==> config.mk <==
export PLATFORM = sky130hd
export DESIGN_NAME = cp0_exc_ctrl
export DESIGN_NICKNAME = d
export VERILOG_FILES = /design/src/rtl/cp0_pkg.sv /design/src/rtl/cp0_timer.sv /design/src/rtl/cp0_exc_ctrl.sv
export SDC_FILE = /design/constraint.sdc
export NUM_CORES = 1
export LEC_CHECK = 0
export ABC_CLOCK_PERIOD_IN_PS = 1750
export CAP_MARGIN = 30
export CORE_ASPECT_RATIO = 0.75
export CORE_MARGIN = 1.5
export CORE_UTILIZATION = 36
export CTS_CLUSTER_DIAMETER = 100
export DETAILED_ROUTE_END_ITERATION = 10
export HOLD_SLACK_MARGIN = 0.08
export MAX_ROUTING_LAYER = met4
export PLACE_DENSITY = 0.8
export SYNTH_ARGS = -nofsm -noshare
export SYNTH_HDL_FRONTEND = slang
export SYNTH_HIERARCHICAL = 1
export SYNTH_SLANG_ARGS = --single-unit
==> constraint.sdc <==
create_clock -name clk -period 1.75 [get_ports clk]
set_clock_uncertainty 0.05 [all_clocks]
set_input_delay 0.35 -clock clk [delete_from_list [all_inputs] [get_ports clk]]
set_output_delay 0.35 -clock clk [all_outputs]
set_load 0.03 [all_outputs]
==> src/rtl/cp0_pkg.sv <==
// cp0_pkg: shared definitions for the CP0 exception/interrupt controller.
//   - CP0 register numbers (rd field of mfc0/mtc0)
//   - Status / Cause bit positions
//   - ExcCode encodings and the exception priority encoder
package cp0_pkg;

  // CP0 register numbers
  localparam logic [4:0] CP0_ADDR_COUNT   = 5'd9;
  localparam logic [4:0] CP0_ADDR_COMPARE = 5'd11;
  localparam logic [4:0] CP0_ADDR_STATUS  = 5'd12;
  localparam logic [4:0] CP0_ADDR_CAUSE   = 5'd13;
  localparam logic [4:0] CP0_ADDR_EPC     = 5'd14;
  localparam logic [4:0] CP0_ADDR_PRID    = 5'd15;

  // Status bit positions
  localparam int STATUS_IE_BIT = 0;
  localparam int STATUS_EXL_BIT = 1;
  localparam int STATUS_IM_LO = 8;

  // Cause bit positions
  localparam int CAUSE_EXC_LO = 2;
  localparam int CAUSE_IP_LO = 8;

  // Exception codes
  typedef enum logic [4:0] {
    EXC_INT = 5'd0,
    EXC_SYS = 5'd8,
    EXC_RI  = 5'd10,
    EXC_OV  = 5'd12
  } exc_code_e;

  // Priority encoder: RI > Ov > Sys > Int. Int is the fall-through because
  // the code is only latched when at least one source is active.
  function automatic exc_code_e exc_code_sel(input logic ri, input logic ov, input logic sys);
    exc_code_e code;
    if (ri) begin
      code = EXC_RI;
    end else if (ov) begin
      code = EXC_OV;
    end else if (sys) begin
      code = EXC_SYS;
    end else begin
      code = EXC_INT;
    end
    return code;
  endfunction

endpackage

==> src/rtl/cp0_timer.sv <==
// cp0_timer: CP0 Count/Compare timer with a sticky pending flag.
// Ports:
//   clk, rst_n       : clock, synchronous active-low reset
//   wr_count         : committed mtc0 to Count (load instead of increment)
//   wr_compare       : committed mtc0 to Compare (also clears pending)
//   wdata            : mtc0 write data
//   count, compare   : current register values
//   pending          : sticky timer interrupt request (feeds IP[7])
module cp0_timer
  import cp0_pkg::*;
(
  input  logic        clk,
  input  logic        rst_n,
  input  logic        wr_count,
  input  logic        wr_compare,
  input  logic [31:0] wdata,
  output logic [31:0] count,
  output logic [31:0] compare,
  output logic        pending
);

  logic [31:0] count_inc_s;

  // Next free-running count value; wraps naturally at 32 bits.
  always_comb begin
    count_inc_s = count + 32'd1;
  end

  // Count/Compare registers and sticky pending flag.
  always_ff @(posedge clk) begin
    if (!rst_n) begin
      count   <= 32'h0000_0000;
      compare <= 32'hFFFF_FFFF;
      pending <= 1'b0;
    end else begin
      if (wr_count) begin
        count <= wdata;
      end else begin
        count <= count_inc_s;
      end

      // A Compare write clears pending even if a match happens this cycle.
      if (wr_compare) begin
        compare <= wdata;
        pending <= 1'b0;
      end else if (!wr_count && (count_inc_s == compare)) begin
        compare <= compare;
        pending <= 1'b1;
      end else begin
        compare <= compare;
        pending <= pending;
      end
    end
  end

endmodule

==> src/rtl/cp0_exc_ctrl.sv <==
// cp0_exc_ctrl: Coprocessor-0 exception/interrupt controller for the
// single-cycle MIPS core. Holds Status, Cause and EPC, prioritises
// synchronous exceptions over masked interrupts and serves mfc0/mtc0.
// Optional feature: define CP0_TIMER_EN to add the Count/Compare timer
// (cp0_timer); without it Count/Compare read as 0 and IP[7] = Irq[5].
// Ports:
//   clk, rst_n  : clock, synchronous active-low reset
//   Irq[5:0]    : level-sensitive hardware interrupts -> IP[7:2]
//   PresentPC   : PC of the current instruction (saved into EPC)
//   IsEret, Mtc0, Syscall, RiExc, OvExc : current-instruction decode
//   Cp0Addr, Cp0WData : CP0 register number and mtc0 data
//   HasExp      : exception taken this cycle (combinational)
//   EPC         : EPC register for eret
//   Cp0RData    : combinational mfc0 read data
module cp0_exc_ctrl
  import cp0_pkg::*;
#(
  parameter logic [31:0] PRID_VALUE = 32'h0000_0100
) (
  input  logic        clk,
  input  logic        rst_n,
  input  logic [5:0]  Irq,
  input  logic [31:0] PresentPC,
  input  logic        IsEret,
  input  logic        Mtc0,
  input  logic [4:0]  Cp0Addr,
  input  logic [31:0] Cp0WData,
  input  logic        Syscall,
  input  logic        RiExc,
  input  logic        OvExc,
  output logic        HasExp,
  output logic [31:0] EPC,
  output logic [31:0] Cp0RData
);

  // Architectural state
  logic [7:0]  im_r;
  logic        exl_r;
  logic        ie_r;
  logic [5:0]  ip_hw_r;
  logic [1:0]  ip_sw_r;
  logic [4:0]  exc_code_r;
  logic [31:0] epc_r;

  // Derived signals
  logic [7:0]  ip_s;
  logic        int_pending_s;
  logic        has_exp_s;
  exc_code_e   win_code_s;
  logic        wr_commit_s;
  logic [31:0] count_s;
  logic [31:0] compare_s;
  logic        timer_pending_s;

`ifdef CP0_TIMER_EN
  cp0_timer u_timer (
    .clk        (clk),
    .rst_n      (rst_n),
    .wr_count   (wr_commit_s && (Cp0Addr == CP0_ADDR_COUNT)),
    .wr_compare (wr_commit_s && (Cp0Addr == CP0_ADDR_COMPARE)),
    .wdata      (Cp0WData),
    .count      (count_s),
    .compare    (compare_s),
    .pending    (timer_pending_s)
  );
`else
  assign count_s         = 32'h0000_0000;
  assign compare_s       = 32'h0000_0000;
  assign timer_pending_s = 1'b0;
`endif

  // Exception detection and priority; zero-latency from state and inputs.
  always_comb begin
    ip_s          = {ip_hw_r[5] | timer_pending_s, ip_hw_r[4:0], ip_sw_r};
    int_pending_s = ie_r & ~exl_r & (|(ip_s & im_r));
    has_exp_s     = RiExc | OvExc | Syscall | int_pending_s;
    win_code_s    = exc_code_sel(RiExc, OvExc, Syscall);
    // A faulting or interrupted instruction never commits its mtc0.
    wr_commit_s   = Mtc0 & ~has_exp_s;
  end

  assign HasExp = has_exp_s;
  assign EPC    = epc_r;

  // Status/Cause/EPC update: exception entry, eret and mtc0 writes.
  always_ff @(posedge clk) begin
    if (!rst_n) begin
      im_r       <= 8'h00;
      exl_r      <= 1'b0;
      ie_r       <= 1'b0;
      ip_hw_r    <= 6'h00;
      ip_sw_r    <= 2'b00;
      exc_code_r <= 5'd0;
      epc_r      <= 32'h0000_0000;
    end else begin
      ip_hw_r <= Irq;
      if (has_exp_s) begin
        exc_code_r <= win_code_s;
        // Nested exceptions inside a handler keep the original return PC.
        if (!exl_r) begin
          epc_r <= PresentPC;
          exl_r <= 1'b1;
        end else begin
          epc_r <= epc_r;
          exl_r <= exl_r;
        end
      end else begin
        if (IsEret) begin
          exl_r <= 1'b0;
        end else if (wr_commit_s && (Cp0Addr == CP0_ADDR_STATUS)) begin
          exl_r <= Cp0WData[STATUS_EXL_BIT];
        end else begin
          exl_r <= exl_r;
        end

        if (wr_commit_s) begin
          case (Cp0Addr)
            CP0_ADDR_STATUS: begin
              im_r <= Cp0WData[STATUS_IM_LO +: 8];
              ie_r <= Cp0WData[STATUS_IE_BIT];
            end
            CP0_ADDR_CAUSE: begin
              ip_sw_r <= Cp0WData[CAUSE_IP_LO +: 2];
            end
            CP0_ADDR_EPC: begin
              epc_r <= Cp0WData;
            end
            default: begin
              // Count/Compare live in the timer; others are read-only.
            end
          endcase
        end else begin
          epc_r <= epc_r;
        end
      end
    end
  end

  // mfc0 read multiplexer.
  always_comb begin
    Cp0RData = 32'h0000_0000;
    case (Cp0Addr)
      CP0_ADDR_COUNT:   Cp0RData = count_s;
      CP0_ADDR_COMPARE: Cp0RData = compare_s;
      CP0_ADDR_STATUS: begin
        Cp0RData[STATUS_IM_LO +: 8] = im_r;
        Cp0RData[STATUS_EXL_BIT]    = exl_r;
        Cp0RData[STATUS_IE_BIT]     = ie_r;
      end
      CP0_ADDR_CAUSE: begin
        Cp0RData[CAUSE_IP_LO +: 8]  = ip_s;
        Cp0RData[CAUSE_EXC_LO +: 5] = exc_code_r;
      end
      CP0_ADDR_EPC:     Cp0RData = epc_r;
      CP0_ADDR_PRID:    Cp0RData = PRID_VALUE;
      default:          Cp0RData = 32'h0000_0000;
    endcase
  end

endmodule

=== Word level (Yosys, flattened, before mapping) ===
Index checks and enable logic that the tools add are counted.

* Word-level logic and storage cells: 44
* Output and inout bits: 65
* Register bits after elaboration: 55
* Bits of input ports: 82

* Multiplexer cells: 15
* Equal/unequal tests: 5
* Bitwise operators: 9
* Reduce and logical (&&, ||, !) cells: 8

{| class="wikitable"
|+ Operator list
! cell !! count
|-
| $mux W32 || 4
|-
| $pmux W8 S4 || 1
|-
| $eq A5 B4 Y1 const B || 4
|-
| $mux W16 || 1
|-
| $pmux W5 S2 || 1
|-
| $reduce_and A3 Y1 || 3
|-
| $and A8 B8 Y8 || 1
|-
| $mux W4 || 2
|-
| $reduce_or A8 Y1 || 1
|-
| $mux W5 || 1
|-
| $mux W1 || 4
|-
| $pmux W2 S2 || 1
|-
| $reduce_bool A2 Y1 || 2
|-
| $and A1 B1 Y1 || 3
|-
| $or A1 B1 Y1 || 3
|-
| $reduce_bool A3 Y1 || 1
|-
| $ne A2 B2 Y1 const B || 1
|-
| $not A1 Y1 || 2
|-
| $logic_and A1 B1 Y1 || 1
|}

=== Depth between registers and ports, before layout ===
Gate-level depths: netlist of run 1.

* Word-level depth: 10
* Depth in mapped cells: 7
* Gate-level depth less buffers: 4

=== Worst setup path after synthesis of run 1 ===
OpenSTA, ideal clock, no wires.

* Kind: input-to-output
* Start point: input port Cp0Addr[1]
* End point: output port Cp0RData[8]
* Path buffers: 2
* Slack: -0.472 ns
* Arrival: 1.822 ns
* Required time: 1.350 ns
* Cell stages on the path: 4
* Cell sequence: buf_2 > buf_1 > a211oi_1 > nor3_1

* Word-level cells in the longest chain between the ends: 2
* Elaborated cells between the ends (all ways): 5
* Those cells by class: 4 x eq/ne; 1 x mux

{| class="wikitable"
|+ Ends and longest elaborated chain
! what !! line !! RTL
|-
| start, declared || cp0_exc_ctrl.sv:26 || <nowiki>input logic [4:0] Cp0Addr,</nowiki>
|-
| $eq A5 B4 Y1 || cp0_exc_ctrl.sv:142 || <nowiki>case (Cp0Addr)</nowiki>
|-
| $pmux W8 S4 (*) || cp0_exc_ctrl.sv:142 ||
|-
| end, declared || cp0_exc_ctrl.sv:33 || <nowiki>output logic [31:0] Cp0RData</nowiki>
|}

Mark *: on every way between the ends. The rest lies on a longest branch, timed or not.

=== Worst setup path in the final report of run 1 ===
* Start point: register ip_hw_r[4]
* End point: output port HasExp

* Word-level cells in the longest chain between the ends: 4

{| class="wikitable"
|+ Ends and longest elaborated chain
! what !! line !! RTL
|-
| start, declared || cp0_exc_ctrl.sv:40 || <nowiki>logic [5:0] ip_hw_r;</nowiki>
|-
| start signal, assigned || cp0_exc_ctrl.sv:96 || <nowiki>ip_hw_r <= Irq;</nowiki>
|-
| $and A8 B8 Y8 || cp0_exc_ctrl.sv:75 || <nowiki>int_pending_s = ie_r & ~exl_r & (|(ip_s & im_r));</nowiki>
|-
| $reduce_or A8 Y1 || cp0_exc_ctrl.sv:75 ||
|-
| $and A1 B1 Y1 || cp0_exc_ctrl.sv:75 ||
|-
| $or A1 B1 Y1 || cp0_exc_ctrl.sv:76 || <nowiki>has_exp_s = RiExc | OvExc | Syscall | int_pending_s;</nowiki>
|-
| end, declared || cp0_exc_ctrl.sv:31 || <nowiki>output logic HasExp,</nowiki>
|}

Every way passes these cells.

==> flow_summary.json, run 1 <==
{
  "mappedNetlistNets": 383,
  "routed_wl_mm": 14.8,
  "port_buffers": 146,
  "critical_path_required_ps": 1350,
  "worstSetupEndpointType": "output port",
  "syn-instance-count": 301,
  "design.portCount": 147,
  "avgRoutedWirePerCell_um": 24.3,
  "timing.hold.ws_ps": 344,
  "clk_transition_reported_paths_ps": 90,
  "grt.overflow.total": 0,
  "cts.sinks": 53,
  "drt-pass1-iter-count": 5,
  "start_kind": "flip-flop",
  "antenna_found_initial": 0,
  "vias": 3768,
  "slew-limit-headroom_pct": 61.4,
  "grt.total_usage_pct": 27.8,
  "setup-violations-final": 76,
  "clock_latency_of_the_later_clocked_register_in_the_worst_skew_pair_ps": 330,
  "most_common_library_cell_in_the_layout_ignoring_fill_and_taps": "clkdlybuf4s50_1",
  "stdcell_count": 610,
  "core_area_um2": 7810,
  "drc_errors": 0,
  "fp.dieW_um": 106,
  "placed_area_um2": 4830,
  "regToRegSetupSlack_ps": -420,
  "ys_top_cells_by_area": "dfxtp_1 (37%), o221a_2 (11%), o41a_1 (9.8%)",
  "root_buffer": "clkbuf_8",
  "power.ir.vdd_worst_uv": 378,
  "tritoncts.num_buffers": 5,
  "yosys_warnings": 6,
  "cts_htree_levels": 2,
  "ys_async_sr_fraction_pct": 0,
  "synthFlopType": "dfxtp_1",
  "numPlacedInstances": 569,
  "timing.critical_path.arrival_ps": 1800,
  "unique_masters_post_synth": 37,
  "post-dp-hpwl_mm": 7.73,
  "synth.avg_cell_area_um2": 9.56,
  "max_slew.worst_pin.slew_ps": 578,
  "syn-cell-area_um2": 2880,
  "ys_seq_elements": 53,
  "fin_crit_sh_pct": 126,
  "synth.largest_area_cell": "dfxtp_1",
  "place_congestion": 0.875,
  "unrepaired_setup_endpoints_after_global_routing": "yes",
  "grt_max_degree": 32,
  "final_antenna_net_count": 0,
  "clock_tree.buffer_depth": 2,
  "drv.max_cap_violation_count": 0,
  "final.min_clock_period_ps": 2200,
  "floorplan.initialDensity_pct": 36.8,
  "detailedPlace.worstSlack_ps": -718,
  "critPathKind": "flip-flop to output port",
  "hold_buffers": 0,
  "final_instance_area_um2": 5840,
  "finalCoreUtilization_pct": 74.7,
  "floorplan.die_area_um2": 8540,
  "area_growth_syn_to_layout_pct": 103,
  "fmax_ghz": 0.455,
  "failed_checks": "setup timing",
  "post_drt_via_cell_ratio": 6.18,
  "final_cell_mix": "clkdlybuf4s50_1 (72), buf_6 (49), dfxtp_1 (45), buf_4 (45), dlygate4sd2_1 (32)",
  "nets_finish": 586,
  "antenna-diode-count": 0,
  "worst-path-max-fanout": 2,
  "final_hold_viol_count": 0,
  "run_status": "finished with violations",
  "die_height_um": 80.4,
  "netlist.area_leader.share_pct": 36.9,
  "global_route_wire_length_before_repair_mm": 17.8,
  "report.final.slew_viol_count": 0,
  "synth_sequential_area_ratio_pct": 36.9,
  "synth-edff-count": 0,
  "power_density_nw_per_um2": 567,
  "cts_tree": "built",
  "leakage_nw": 2.37,
  "timing.final.ws_setup_ps": -447,
  "number_of_global_route_vias_before_repair": 3301,
  "detailedRoute.firstIterationViolations": 396,
  "floorplan_row_count": 28,
  "worstHoldPathType": "input pin to flip-flop",
  "final_layout_size_suffix_gt1_share_pct": 49.3
}
-- layer usage --
metal  vias up  track usage, %  share of wire (%)
met5         -               -                  0
met1      1814            35.6                 41
met3        90            4.14                8.2
met4         0            11.2                5.8
li1       1584               -                  -
met2       280            44.3                 45
-- sequential cells by signal (all words and copies together), names as in the netlist --
signal,cells
EPC,32
im_r,8
ip_hw_r,6
exc_code_r,3
ip_sw_r,2
exl_r,1
ie_r,1
-- repair_timing --
item,in CTS,in global routing
gates cloned,5,9
buffers inserted,13,9
pin swaps,24,29
resized for setup,149,79
endpoints found under the setup margin,109,75
-- through the flow --
step / power (W) / setup TNS (ps)
after floorplan: 0.00176 / -6340
after global placement: 0.00220 / -36160
after detailed placement: 0.00221 / -37790
after CTS: 0.00320 / -14570
after global routing: 0.00340 / -18920
final: 0.00331 / -17680
-- critical path: stages, from the launching register on --
cell and delay, ps:
dfxtp_1 370, a22o_4 290, o41ai_4 470, buf_12 170
nand2_8 40, buf_6 130
-- power by group --
part	switching, W	total (W)	internal [W]	leakage [nW]
clock network	0.000449	0.00102	0.000569	0.0681
logic	0.000460	0.000935	0.000475	1.86
registers	0.0000735	0.00136	0.00128	0.442
total	0.000983	0.00331	0.00233	2.37
-- cell usage after synthesis (3+ instances only) --
cell type,n
nand2_1,10
o221a_1,3
nand2b_1,3
nor2b_1,4
nand3_1,12
a21oi_1,28
and2_1,25
o221a_2,29
buf_6,7
clkbuf_1,18
a21boi_0,8
nor2_1,21
o41a_1,25
dfxtp_1,53
a22oi_1,3
nor3_1,5
buf_2,5
o21ai_0,9
a22o_1,4
mux2i_1,9
-- final timing paths --
check,start,endpoint,cells after the start
min,OvExc,exc_code_r[2],4
max,ip_hw_r[4],HasExp,5
max reg2reg,ip_hw_r[4],EPC[26],6
min reg2reg,exc_code_r[3],exc_code_r[3],2
-- logic make-up (layout without fill, tap and decap cells) --
kind of cell,Yosys count,count (layout),share of synthesized area (%)
AOI/OAI and AO/OA,116,116,36.2
muxes,9,9,3.13
buffers and inverters,35,239,6.65
and+or+nand+nor,88,88,17.1
DFF,53,53,36.9
-- final cells by class --
type	count	area [um2]
inverters	2	7.51
flip-flops and latches	53	1070
clock inverters	3	65.1
multi-input cells	213	2050
clock buffers	5	68.8
fillers	480	1970
repair buffers	229	2440
well taps	105	131
Note: power is estimated with default switching activity, not from simulation.
==> run 2, diff against run 1 <==
--- a/config.mk
+++ b/config.mk
@@ -12,9 +12,10 @@
 export CORE_UTILIZATION = 36
 export CTS_CLUSTER_DIAMETER = 100
 export DETAILED_ROUTE_END_ITERATION = 10
-export HOLD_SLACK_MARGIN = 0.08
 export MAX_ROUTING_LAYER = met4
 export PLACE_DENSITY = 0.8
+export SETUP_SLACK_MARGIN = 0.2
+export SKIP_CTS_REPAIR_TIMING = 1
 export SYNTH_ARGS = -nofsm -noshare
 export SYNTH_HDL_FRONTEND = slang
 export SYNTH_HIERARCHICAL = 1
==> flow_summary.json, run 2 (synthesized netlist as in run 1, its figures left out) <==
{
  "root_buffer": "clkbuf_8",
  "antenna_found_initial": 0,
  "place_congestion": 0.877,
  "grt_max_degree": 29,
  "run_status": "finished with violations",
  "post_drt_via_cell_ratio": 5.80,
  "final_instance_area_um2": 5830,
  "final_hold_viol_count": 0,
  "grt.total_usage_pct": 24.1,
  "cts_tree": "built",
  "slowest_delay_ps": 380,
  "timing.critical_path.buf_inv": 3,
  "global_route_wire_length_before_repair_mm": 15.7,
  "floorplan_row_count": 28,
  "most_common_library_cell_in_the_layout_ignoring_fill_and_taps": "clkdlybuf4s50_1",
  "crit_path_start": "im_r[0]",
  "reg2reg_from": "im_r[0]",
  "regToRegSetupSlack_ps": -450,
  "report.final.slew_viol_count": 0,
  "critPathKind": "flip-flop to output port",
  "final_antenna_net_count": 0,
  "stdcell_count": 604,
  "clock_latency_of_the_later_clocked_register_in_the_worst_skew_pair_ps": 310,
  "grt.overflow.total": 0,
  "die_height_um": 80.4,
  "core_area_um2": 7810,
  "start_kind": "flip-flop",
  "holdCritStartpoint": "OvExc",
  "slew-limit-headroom_pct": 63.9,
  "antenna-diode-count": 0,
  "min_delay_worst_endpoint": "exc_code_r[2]",
  "worst-path-max-fanout": 4,
  "worstHoldPathType": "input pin to flip-flop",
  "unrepaired_setup_endpoints_after_global_routing": "yes",
  "design.portCount": 147,
  "clk_transition_reported_paths_ps": 100,
  "number_of_global_route_vias_before_repair": 3069,
  "floorplan.initialDensity_pct": 36.8,
  "drc_errors": 0,
  "cp_slowest_cell": "o41ai_4",
  "worstRegToRegCells": 9,
  "max_slew.worst_pin.slew_ps": 540,
  "vias": 3501,
  "regToRegEndpoint": "EPC[11]",
  "drv.max_cap_violation_count": 0,
  "largest_register_ff_count": 32,
  "detailedRoute.firstIterationViolations": 315,
  "leakage_nw": 2.67,
  "cts.sinks": 53,
  "fin_crit_sh_pct": 126,
  "power.ir.vdd_worst_uv": 312,
  "numPlacedInstances": 572,
  "timing.critical_path.arrival_ps": 1800,
  "routed_wl_mm": 13.0,
  "placed_area_um2": 4980,
  "port_buffers": 146,
  "worstSetupEndpointType": "output port",
  "failed_checks": "setup timing",
  "tritoncts.num_buffers": 5,
  "fp.dieW_um": 106,
  "critPathMostFrequentCell": "buf_6",
  "timing.final.ws_setup_ps": -453,
  "setup-violations-final": 60,
  "cts_htree_levels": 2,
  "area_growth_syn_to_layout_pct": 102,
  "clock_tree.buffer_depth": 2,
  "final.min_clock_period_ps": 2200,
  "power_density_nw_per_um2": 517,
  "floorplan.die_area_um2": 8540,
  "drt-pass1-iter-count": 5,
  "timing.critical_path.cells": "a22o_1 -> buf_6 -> o41ai_4 -> buf_6 -> nand2_8 -> buf_6",
  "avgRoutedWirePerCell_um": 21.5,
  "nets_finish": 580,
  "fmax_ghz": 0.454,
  "final_cell_mix": "clkdlybuf4s50_1 (72), buf_6 (51), dfxtp_1 (46), buf_4 (39), dlymetal6s2s_1 (35)",
  "critical_path_required_ps": 1350,
  "final_layout_size_suffix_gt1_share_pct": 47.7,
  "post-dp-hpwl_mm": 7.74,
  "crit_family": "compound AO/OA/AOI/OAI gates",
  "min_delay_path_depth": 4
}
==> run 2: metal layers <==
layer | up-vias | part of all wire, % | routed length (um) | GRT usage, %
met5 | - | 0 | 0 | -
met4 | 0 | 3.3 | 423 | 6.62
met3 | 45 | 6.7 | 866 | 3.25
met2 | 196 | 49 | 6350 | 40.1
met1 | 1698 | 41 | 5360 | 31.0
li1 | 1562 | - | - | -
==> run 2: worst max path at each step <==
stage / endpoint / slack, ps / depth (start not counted)
after global routing: HasExp / -510 / 6
after global placement: exl_r / -630 / 5
after floorplan: EPC[1] / -160 / 6
final: HasExp / -450 / 6
after detailed placement: im_r[3] / -680 / 6
after CTS: Cp0RData[14] / -510 / 7
==> run 2: cell type report <==
type	instances	area, um2
repair buffers	223	2500
multi-input cells	213	2030
fillers	488	1990
flip-flops and latches	53	1070
well taps	105	131
clock buffers	6	72.6
clock inverters	2	15.0
inverters	2	7.51
==> run 2: power by group <==
group | switching [W] | internal [W]
combinational | 0.000443 | 0.000505
clock | 0.000430 | 0.000283
sequential | 0.0000709 | 0.00128
total | 0.000944 | 0.00207
==> run 2: through the flow <==
| stage | utilization, % | setup WS (ps) | total power [W] | hold WS, ps | TNS, ps |
|---|---|---|---|---|---|
| floorplan | - | -160 | 0.00179 | 390 | -5800 |
| global placement | 63.8 | -626 | 0.00223 | 406 | -36150 |
| detailed placement | 63.8 | -678 | 0.00225 | 417 | -38180 |
| CTS | 64.9 | -506 | 0.00295 | 430 | -25330 |
| global route | 74.6 | -513 | 0.00313 | 310 | -20490 |
| finish | 74.6 | -453 | 0.00302 | 304 | -17420 |
==> run 2: worst register-to-register path, stage by stage, from the launching register on <==
cell      delay [ps]
dfxtp_2          340
a22o_1           270
buf_6            140
o41ai_4          380
buf_6            180
buf_4            130
buf_4            110
nand2b_4          70
buf_12           150
o221a_2          270
